==> src/rtl/stroke_write_arbiter.sv <==
// stroke_write_arbiter: shares the canvas write port between two brush-stamp sources and a full-canvas clear
module stroke_write_arbiter #(
    parameter int WIDTH  = 320,
    parameter int HEIGHT = 180,
    parameter int ADDR_W = 16
) (
    input  logic              clk_in,
    input  logic              rst_in,
    input  logic              req0_valid_in,
    input  logic [9:0]        req0_x_in,
    input  logic [8:0]        req0_y_in,
    input  logic [3:0]        req0_color_in,
    input  logic [2:0]        req0_sw_in,
    output logic              req0_ready_out,
    input  logic              req1_valid_in,
    input  logic [9:0]        req1_x_in,
    input  logic [8:0]        req1_y_in,
    input  logic [3:0]        req1_color_in,
    input  logic [2:0]        req1_sw_in,
    output logic              req1_ready_out,
    input  logic              clear_in,
    output logic              wr_en_out,
    output logic [ADDR_W-1:0] wr_addr_out,
    output logic [3:0]        wr_data_out,
    output logic              busy_out,
    output logic              done_out
);
    typedef enum logic [1:0] {IDLE, STAMP, CLEAR} state_t;
    state_t             r_state;
    logic               r_last;
    logic               r_clr_pend;
    logic [1:0]         r_rec_vld;
    logic [25:0]        r_rec [2];
    logic [9:0]         r_x;
    logic [8:0]         r_y;
    logic [3:0]         r_color;
    logic [2:0]         r_r;
    logic signed [4:0]  r_dx;
    logic signed [4:0]  r_dy;
    logic [ADDR_W-1:0]  r_cnt;
    logic               w_idle;
    logic               w_acc;
    logic               w_sel;
    logic [25:0]        w_tup;
    logic               w_dup;
    logic signed [4:0]  w_r;
    logic signed [10:0] w_px;
    logic signed [10:0] w_py;
    logic               w_in;
    logic [ADDR_W-1:0]  w_addr;
    logic               w_stamp_end;
    logic               w_clear_end;
    // r_last is the requester granted most recently; reset to 1 so requester 0 wins the first tie
    assign w_idle         = r_state == IDLE && !r_clr_pend;
    assign req0_ready_out = w_idle && req0_valid_in && (!req1_valid_in || r_last);
    assign req1_ready_out = w_idle && req1_valid_in && (!req0_valid_in || !r_last);
    assign w_acc          = req0_ready_out || req1_ready_out;
    assign w_sel          = req1_ready_out;
    assign w_tup          = w_sel ? {req1_x_in, req1_y_in, req1_color_in, req1_sw_in}
                                  : {req0_x_in, req0_y_in, req0_color_in, req0_sw_in};
    assign w_dup          = r_rec_vld[w_sel] && r_rec[w_sel] == w_tup;
    assign w_r            = $signed({2'b00, r_r});
    assign w_px           = $signed({1'b0, r_x}) + 11'(r_dx);
    assign w_py           = $signed({2'b00, r_y}) + 11'(r_dy);
    assign w_in           = !w_px[10] && !w_py[10] && w_px < 11'(WIDTH) && w_py < 11'(HEIGHT);
    assign w_addr         = ADDR_W'(w_py) * ADDR_W'(WIDTH) + ADDR_W'(w_px);
    assign w_stamp_end    = r_dx == w_r && r_dy == w_r;
    assign w_clear_end    = r_cnt == ADDR_W'(WIDTH * HEIGHT - 1);
    assign wr_en_out      = r_state == CLEAR || (r_state == STAMP && w_in);
    assign wr_addr_out    = r_state == CLEAR ? r_cnt : r_state == STAMP ? w_addr : '0;
    assign wr_data_out    = r_state == STAMP ? r_color : 4'd0;
    assign busy_out       = r_state != IDLE;
    assign done_out       = (r_state == STAMP && w_stamp_end) || (r_state == CLEAR && w_clear_end);
    always_ff @(posedge clk_in) begin
        if (rst_in) begin
            r_state    <= IDLE;
            r_last     <= 1'b1;
            r_clr_pend <= 1'b0;
            r_rec_vld  <= '0;
            r_x        <= '0;
            r_y        <= '0;
            r_color    <= '0;
            r_r        <= '0;
            r_dx       <= '0;
            r_dy       <= '0;
            r_cnt      <= '0;
        end else begin
            r_clr_pend <= clear_in || (r_clr_pend && r_state != IDLE);
            case (r_state)
                IDLE: begin
                    if (r_clr_pend) begin
                        r_state <= CLEAR;
                        r_cnt   <= '0;
                    end else if (w_acc) begin
                        r_last                    <= w_sel;
                        {r_x, r_y, r_color, r_r}  <= w_tup;
                        if (!w_dup) begin
                            r_rec[w_sel]     <= w_tup;
                            r_rec_vld[w_sel] <= 1'b1;
                            r_state          <= STAMP;
                            r_dx             <= 5'd0 - {2'b00, w_tup[2:0]};
                            r_dy             <= 5'd0 - {2'b00, w_tup[2:0]};
                        end
                    end
                end
                STAMP: begin
                    if (r_dx == w_r) begin
                        r_dx <= -w_r;
                        if (r_dy == w_r) r_state <= IDLE;
                        else r_dy <= r_dy + 5'sd1;
                    end else r_dx <= r_dx + 5'sd1;
                end
                CLEAR: begin
                    r_cnt <= r_cnt + 1'b1;
                    if (w_clear_end) begin
                        r_state   <= IDLE;
                        r_rec_vld <= '0;
                    end
                end
                default: r_state <= IDLE;
            endcase
        end
    end
endmodule

==> config.mk <==
export PLATFORM = sky130hd
export DESIGN_NAME = stroke_write_arbiter
export DESIGN_NICKNAME = d
export VERILOG_FILES = /design/src/rtl/stroke_write_arbiter.sv
export SDC_FILE = /design/constraint.sdc
export NUM_CORES = 1
export LEC_CHECK = 0
export CORE_MARGIN = 1
export CORE_UTILIZATION = 37
export DETAILED_ROUTE_END_ITERATION = 7
export HOLD_SLACK_MARGIN = 0.05
export SYNTH_ARGS = -nofsm -noshare
export SYNTH_HDL_FRONTEND = slang
export SYNTH_SLANG_ARGS = --single-unit
==> constraint.sdc <==
create_clock -name clk_in -period 7.6 [get_ports clk_in]
set_input_delay 1.9 -clock clk_in [delete_from_list [all_inputs] [get_ports clk_in]]
set_output_delay 1.9 -clock clk_in [all_outputs]
set_load 0.01 [all_outputs]
After elaboration in Yosys (flattened, before gate mapping)
Memories as Yosys holds them, arrays and structs flattened. Index checks and enable logic that the tools add are counted.

Bits in registers: 58. RAM bits: 52. Input port bits: 57. Output and inout port bits: 25. Word-level logic and storage cells: 115. Memories kept: 1.

$add $sub $neg: 8. Multiply operators: 1. Order comparisons: 4. Eq/ne operators: 16. Muxes and demuxes: 35. Bitwise logic cells: 2. Reduce and logical (&&, ||, !) cells: 37.

Memories: r_rec (depth 2, bits a word 26, read ports 1, clocked after memory_dff 0, write ports 1, RTL line 33) `logic [25:0] r_rec [2];`.

Operators with widths (count): $mux 16 (3); $pmux 16 s2 (1); $mux 5 (6); $eq 26x26->1 (1); $mux 26 (1); $pmux 5 s2 (2); $mux 2 (9); $add 16x1->16 const B (1); $add 16x11->16 (1); $eq 16x16->1 const B (1); $ne 2x2->1 const B (8); $logic_and 1x1->1 (15); $add 10x5->11 (1); $add 11x5->11 (1); $lt 11x10->1 const B (1); $lt 11x9->1 const B (1); $mul 11x4->10 const B (1); $add 5x2->5 const B (2); $eq 5x4->1 (2); $reduce_and 5->1 (2); $mux 1 (9); $logic_not 1->1 (6); $logic_or 1x1->1 (6); $ne 3x3->1 const B (2); 18 further kinds (20).

Logic depth before layout (Yosys ltp)
Gate-level depths: netlist of run 1.

Depth in word-level cells: 13. Depth in mapped cells: 20.

Least setup slack after synthesis of run 1
Ideal clock, no wire load.

Kind: register -> output. Start: register r_dy[0]. End: output wr_addr_out[15]. Arrival time: 4.170 ns. Slack: 1.530 ns. Stages on the path, launching flop included: 18. Buffers on the path: 0. Cell sequence: dfxtp_1 ha_1 fa_1 a21o_1 a211oi_1 a21oi_1 and2_1 or2_2 fa_1 inv_1 ha_1 nand3_1 o211ai_1 o41ai_1 o21ai_0 xnor3_1 a21oi_1 nand4b_1.

Word-level cells in the longest chain between the ends: 5.

Ends and longest elaborated chain: start, declared (RTL line 39) `logic signed [4:0] r_dy;`; start signal, assigned (RTL line 102) `r_dy <= 5'd0 - {2'b00, w_tup[2:0]};`; start signal, assigned (RTL line 110) `else r_dy <= r_dy + 5'sd1;`; $add 10x5->11 (RTL line 64) `assign w_py = $signed({2'b00, r_y}) + 11'(r_dy);`; $mul 11x4->10 (RTL line 66) `assign w_addr = ADDR_W'(w_py) * ADDR_W'(WIDTH) + ADDR_W'(w_px);`; $add 16x11->16 (RTL line 66); $mux 16 (2 in series) (RTL line 70) `assign wr_addr_out = r_state == CLEAR ? r_cnt : r_state == STAMP ? w_addr : '0;`; end, declared (RTL line 23) `output logic [ADDR_W-1:0] wr_addr_out,`.

Every way passes these cells.

Worst setup path in the final report of run 1
Ends and elaborated chain as after synthesis.

==> out/results.ini, run 1 <==
[grt]
grt_max_degree = 47
grt_overflow = 0
grt_pass1_vias = 5694
grt_pass1_wl_um = 29790
antenna_found_initial = 0
grt.total_usage_pct = 19.38

[detailed_routing]
wl_um = 18120
via_per_inst = 5.346
drtIter0Drc = 378
route.detailed.drc = 4
ant_nets = 0
drt-pass1-iter-count = 7
drt-wirelength-per-cell_um = 16.49
num_vias = 5875

[worst_setup_path]
rrSetupSlack_ns = 4.17
cp_max_fo = 6
crit_required_ns = 5.70
crit_buf_inv = 2
ff2ff_path_depth = 11
critical_path_class = flip-flop to output pin
path_cells = ha_1 > fa_1 > a21o_1 > a211oi_1 > a21oi_1 > and2_1 > or2_2 > fa_1 > inv_1 > ha_1 > nand3_1 > o211ai_1 > o41ai_2 > o21ai_0 > xnor3_1 > a21oi_1 > nand4b_1 > clkdlybuf4s50_1
cpMaxStageDelayCell = fa_1
crit_family = adder cells
critPathCaptureType = output pin
slowest_delay_ns = 0.54
start_kind = flip-flop
cp.arrival_ns = 5.29
r2r-start = r_state[1]
r2r_end = r_dx[3]

[placement]
dpl-instance-area_um2 = 8021
io_buffers = 81
dpl.hpwl_um = 13860
place_congestion = 0.8624

[worst_hold_path]
hold_depth = 2
hold_end = r_color[0]
worstHoldStart = r_color[0]
min_path_type = flip-flop to flip-flop

[logic_synthesis]
synth_cells = 791
synth.distinct_cells = 71
mappedNetlistNets = 897
ys_seq_area_share_pct = 39.12
yosysMostFrequentCell = nand2_1
synth_top_area_share_pct = 22.44
synth_area_um2 = 6959
synthArstFlopShare_pct = 0
synth_seq_cells = 110
synth_edf_count = 52
yosys.area.top_type = edfxtp_1
yosys_warnings = 0
avgSynthCellArea_um2 = 8.798
netlist_top_cells_count = 149 x nand2_1, 61 x a21oi_1, 58 x dfxtp_1
synth_area_leaders = edfxtp_1 22%, dfxtp_1 17%, ha_1 8.1%, nand2_1 8.0%, xnor2_1 5.4%
ys.flop_type = dfxtp_1

[sta]
min_period_ns = 7.186
hold_slack_ns = 0.4511
setup_viol = 0
slew_headroom_pct = 37.89
report.final.slew_viol_count = 0
worst_slew_pin_slew_ns = 0.9316
rsz0062_at_grt = false
period_share_pct = 94.56
skew_ns = 0.01114
hold_viol_final = 0
fin_tns_setup_ns = 0
fmax_mhz = 139.2

[status]
violations = DRC
status = finished, violations left

[layout]
fillers = 1782
fin_area_um2 = 8308
syn_to_final_growth_pct = 19.38
fin_nets = 971
antenna_cells = 0
drive_gt1_share_pct = 5.172

[power]
power.density_nw_per_um2 = 267.6
combinationalPowerShare_pct = 46.5
ir_drop_mv = 0.1551
p_leak_nw = 3.297
switching_share_pct = 38.21
pwr-share-clk_pct = 20.4
p_sw_uw = 849.5
finalPower_mw = 2.223
intPower_mw = 1.374
p_seq_share_pct = 33.0

[clocking]
clkTransAtPathRegs_ns = 0.07
cts_num_sinks = 110
cts_root_buffer = clkbuf_16
ctsResizeCount = 0
ctsHtreeMaxLevel = 3
post-cts-setup-buffers = 0
max-clock-path-buffers = 2
clock_latency_ns = 0.36
cts-hold-fix-buffers = 0
cts_buffers = 9
cts_tree = yes

[die]
rows = 49
floorplan.initialDensity_pct = 38.22
pin_count = 82
core_region_area_um2 = 18210
die_area_um2 = 19360
die_h_um = 139.1
die_x_um = 139.1

[job]
timing.max_cap.violations = 0

## sequential cells by signal, summed over array words and instances, names as in the netlist
name	flops
r_state	2
r_dy	5
r_rec_vld	2
r_last	1
r_x	10
r_dx	5
r_clr_pend	1
r_rec	52
r_r	3
r_cnt	16
r_color	4
r_y	9
## how the worst max path moves through the flow
stage	start	to	slack, ns	cells after the start
2_1_floorplan	r_dy[0]	wr_addr_out[15]	1.53	17
3_3_place_gp	r_dy[0]	wr_addr_out[15]	0.76	18
3_5_place_dp	r_dy[0]	wr_addr_out[15]	0.65	18
4_1_cts	r_dy[0]	wr_addr_out[15]	0.25	18
5_1_grt	r_dy[0]	wr_addr_out[15]	0.04	21
6_report	r_dy[0]	wr_addr_out[15]	0.41	18
## metal layers
layer / vias up / GRT usage [%] / share of wire [%]
met4: 0 / 6.023 / 1.5
met5: - / 0 / 0
li1: 2975 / - / -
met2: 108 / 31.77 / 47
met3: 17 / 2.244 / 3.1
met1: 2775 / 26.66 / 48
## power by group through the flow
stage          sequential (mW)  clock, mW  combinational, mW
6_report                 0.734      0.455               1.03
5_1_grt                  0.742      0.483               1.17
4_1_cts                  0.734      0.463               1.04
3_5_place_dp             0.748          0               1.03
3_3_place_gp             0.747          0               1.03
2_1_floorplan            0.726          0              0.754
## cell type report
type | count | area [um^2] | share of cell area (%)
inverters | 48 | 180.2 | 2.169
clock buffers | 9 | 225.2 | 2.711
clock inverters | 7 | 53.80 | 0.6476
multi-input cells | 607 | 3974 | 47.83
well taps | 229 | 286.5 | 3.449
flip-flops and latches | 110 | 2723 | 32.77
repair buffers | 89 | 865.8 | 10.42
## metrics by stage
| step | utilization, % | setup WS, ns | instances |
|---|---|---|---|
| final | 45.63 | 0.4137 | 1099 |
| after global routing | 45.63 | 0.03794 | 1099 |
| after CTS | 45.59 | 0.2486 | 1099 |
| after detailed placement | 44.05 | 0.6488 | 1083 |
| after global placement | 44.05 | 0.7632 | 1083 |
| after floorplan | - | 1.530 | 791 |
## worst reg2reg max path, delay by kind of cell (launching register included)
family	cells	cell delay, ns
buffers and inverters	4	0.81
AND/OR/NAND/NOR	4	0.71
AO/OA/AOI/OAI	2	0.66
multiplexers	1	0.58
flip-flops	1	0.50
## placed cells by master, fill, tap and decap left out, drive strengths merged, types with 5 or more instances in the layout
master	netlist	routed
a2111oi	6	6
a211oi	7	7
a21o	9	9
a21oi	62	62
a22o	7	7
a22oi	5	5
and2	5	5
buf	2	9
clkbuf	24	9
clkdlybuf4s50	0	80
clkinv	1	5
dfxtp	58	58
edfxtp	52	52
ha	45	45
inv	47	50
nand2	149	149
nand2b	5	5
nand3	18	18
nand4	14	14
nor2	41	41
nor2b	5	5
nor3	13	13
nor4	10	10
o21a	5	5
o21ai	39	39
o21bai	7	7
o22ai	7	7
or3	9	9
xnor2	43	43
xor2	35	35
## kinds of logic after synthesis
logic type                 share of synthesized area (%)
AOI/OAI and AO/OA                                  18.11
muxes                                             0.7372
adders and majority gates                          9.241
xor gates and xnor gates                           10.14
buffers and inverters                              4.045
and+or+nand+nor                                    18.61
DFF                                                39.12
Note: power is estimated with default switching activity, not from simulation.
==> inputs of run 2 (changes only) <==
Settings changed: CORE_MARGIN 1 to 5, CTS_BUF_LIST from default to sky130_fd_sc_hd__clkbuf_16, RECOVER_POWER from default to 25.
==> out/results.ini, run 2 (same netlist as run 1, synthesis figures left out) <==
[clocking]
ctsResizeCount = 0  ; unchanged
ctsHtreeMaxLevel = 3  ; unchanged
clock_latency_ns = 0.35  ; was 0.36 ns
post-cts-setup-buffers = 0  ; unchanged
clkTransAtPathRegs_ns = 0.07  ; about the same
cts_buffers = 9  ; unchanged
cts_tree = yes  ; unchanged
cts_root_buffer = clkbuf_16  ; unchanged
cts-hold-fix-buffers = 0  ; unchanged
max-clock-path-buffers = 2  ; unchanged
cts_num_sinks = 110  ; unchanged

[sta]
fmax_mhz = 139.6  ; was 139.2 MHz
min_period_ns = 7.163  ; was 7.186 ns
worst_slew_pin_slew_ns = 2.320  ; was 0.9316 ns
hold_viol_final = 0  ; unchanged
period_share_pct = 94.25  ; was 94.56%
fin_tns_setup_ns = 0  ; unchanged
rsz0062_at_grt = false  ; unchanged
setup_viol = 0  ; unchanged
report.final.slew_viol_count = 47  ; was 0
skew_ns = 0.01232  ; was 0.01114 ns
slew_headroom_pct = -54.66  ; was 37.89%
setup_ws_ns = 0.4367  ; was 0.4137 ns

[grt]
grt_max_degree = 47  ; unchanged
grt.total_usage_pct = 17.08  ; was 19.38%
grt_pass1_vias = 5713  ; was 5694
grt_pass1_wl_um = 30140  ; was 29790 um
antenna_found_initial = 0  ; unchanged
grt_overflow = 0  ; unchanged

[die]
rows = 50  ; was 49
die_h_um = 147.1  ; was 139.1 um
pin_count = 82  ; unchanged
die_x_um = 147.1  ; was 139.1 um
floorplan.initialDensity_pct = 37.33  ; was 38.22%
core_region_area_um2 = 18640  ; was 18210 um^2
die_area_um2 = 21650  ; was 19360 um^2

[worst_setup_path]
ff2ff_path_depth = 8  ; was 11
critPathCaptureType = output pin  ; unchanged
crit_required_ns = 5.70  ; about the same
critical_path_class = flip-flop to output pin  ; unchanged
cp.arrival_ns = 5.26  ; was 5.29 ns
start_kind = flip-flop  ; unchanged
crit_end = wr_addr_out[15]  ; unchanged
rrSetupSlack_ns = 3.79  ; was 4.17 ns
r2r_end = r_y[6]  ; was r_dx[3]
r2r-start = r_state[1]  ; unchanged
cp_max_fo = 6  ; unchanged
startpoint = r_dy[0]  ; unchanged

[detailed_routing]
drtIter0Drc = 443  ; was 378
num_vias = 5930  ; was 5875
via_per_inst = 5.371  ; was 5.346
drt-wirelength-per-cell_um = 16.76  ; was 16.49 um
drt-pass1-iter-count = 5  ; was 7
wl_um = 18500  ; was 18120 um
ant_nets = 0  ; unchanged
route.detailed.drc = 0  ; was 4

[layout]
top_regs = r_rec x52, r_cnt x16, r_x x10  ; unchanged
largest_reg_flops = 52  ; unchanged
fin_area_um2 = 8299  ; was 8308 um^2
largest_register = r_rec  ; unchanged
final_common_cell = nand2_1  ; unchanged
syn_to_final_growth_pct = 19.26  ; was 19.38%
seqCellArea_um2 = 2723  ; unchanged
multi_input_area_um2 = 3969  ; was 3974 um^2
drive_gt1_share_pct = 4.713  ; was 5.172%
final_cell_mix = 149 x nand2_1, 79 x clkdlybuf4s50_1, 61 x a21oi_1  ; was 149 x nand2_1, 80 x clkdlybuf4s50_1, 61 x a21oi_1
antenna_cells = 0  ; unchanged
fillers = 1822  ; was 1782
fin_nets = 971  ; unchanged

[placement]
dp_slack_ns = 0.6952  ; was 0.6488 ns
dpl-instance-area_um2 = 8028  ; was 8021 um^2
io_buffers = 81  ; unchanged
dpl.hpwl_um = 13830  ; was 13860 um
place_congestion = 0.8711  ; was 0.8624

[power]
p_seq_share_pct = 33.2  ; was 33.0%
p_sw_uw = 845.5  ; was 849.5 uW
intPower_mw = 1.372  ; was 1.374 mW
power.density_nw_per_um2 = 267.2  ; was 267.6 nW/um^2
pwr-share-clk_pct = 20.1  ; was 20.4%
p_leak_nw = 3.290  ; was 3.297 nW
switching_share_pct = 38.13  ; was 38.21%
ir_drop_mv = 0.3039  ; was 0.1551 mV
combinationalPowerShare_pct = 46.7  ; was 46.5%

[worst_hold_path]
min_path_type = flip-flop to flip-flop  ; unchanged
worstHoldStart = r_color[0]  ; unchanged

[status]
status = finished, violations left  ; unchanged
violations = capacitance limit, slew limit  ; was DRC

[job]
timing.max_cap.violations = 1  ; was 0

-- run 2: cell count changes in the layout (fill, tap and decap cells not counted), sizes merged --
| cell | delta |
|---|---|
| clkdlybuf4s50 | -1 |
| dlygate4sd3 | +1 |
| buf | -2 |
| clkinv | -1 |
| clkbuf | +2 |
| clkinvlp | +1 |
-- run 2: power by group through the flow --
stage	clock [mW]	sequential (mW)	combinational (mW)
finish	0.446	0.735	1.04
global route	0.479	0.742	1.17
CTS	0.458	0.734	1.04
detailed placement	0	0.747	1.03
global placement	0	0.747	1.03
floorplan	0	0.726	0.754
-- run 2: area by class of cell --
cell class / count / share of cell area, %
flip-flops and latches: 110 / 32.81
clock inverters: 7 / 0.5880
inverters: 48 / 2.171
repair buffers: 89 / 10.37
multi-input cells: 607 / 47.82
well taps: 234 / 3.528
clock buffers: 9 / 2.714
-- run 2: worst max-delay path, cell delays in order (launching register included) --
cell             delay [ns]
dfxtp_1                0.38
ha_1                   0.24
fa_1                   0.42
a21o_1                 0.18
a211oi_1               0.25
a21oi_1                0.14
and2_1                 0.21
or2_2                  0.32
fa_1                   0.53
inv_1                  0.04
ha_1                   0.31
nand3_1                0.08
o211ai_1               0.14
o41ai_2                0.32
o21ai_0                0.19
xnor3_1                0.39
a21oi_1                0.12
nand4b_1               0.12
clkdlybuf4s50_1        0.54
-- run 2: routing by layer --
layer	part of all wire (%)	vias to the layer above	wire, um	GRT usage (%)
met1	46	2777	8582	22.79
li1	-	2974	-	-
met5	0	-	0	0
met4	2.2	0	414	5.918
met2	47	150	8775	28.64
met3	4.0	29	732	2.190
-- run 2: worst min path at each step --
stage	cells past startpoint	end	slack, ns
after floorplan	2	r_color[0]	0.43
after global placement	2	r_color[2]	0.43
after detailed placement	2	r_color[2]	0.44
after CTS	2	r_color[2]	0.45
after global routing	2	r_color[0]	0.48
final	2	r_color[0]	0.45
-- run 2: metrics by stage --
step | hold WS [ns] | std cells | util [%] | total power, mW
2_1_floorplan | 0.4273 | 791 | - | 1.480
5_1_grt | 0.4769 | 1104 | 44.52 | 2.388
3_3_place_gp | 0.4344 | 1088 | 43.06 | 1.772
6_report | 0.4489 | 1104 | 44.52 | 2.217
4_1_cts | 0.4498 | 1104 | 44.53 | 2.232
3_5_place_dp | 0.4397 | 1088 | 43.06 | 1.780
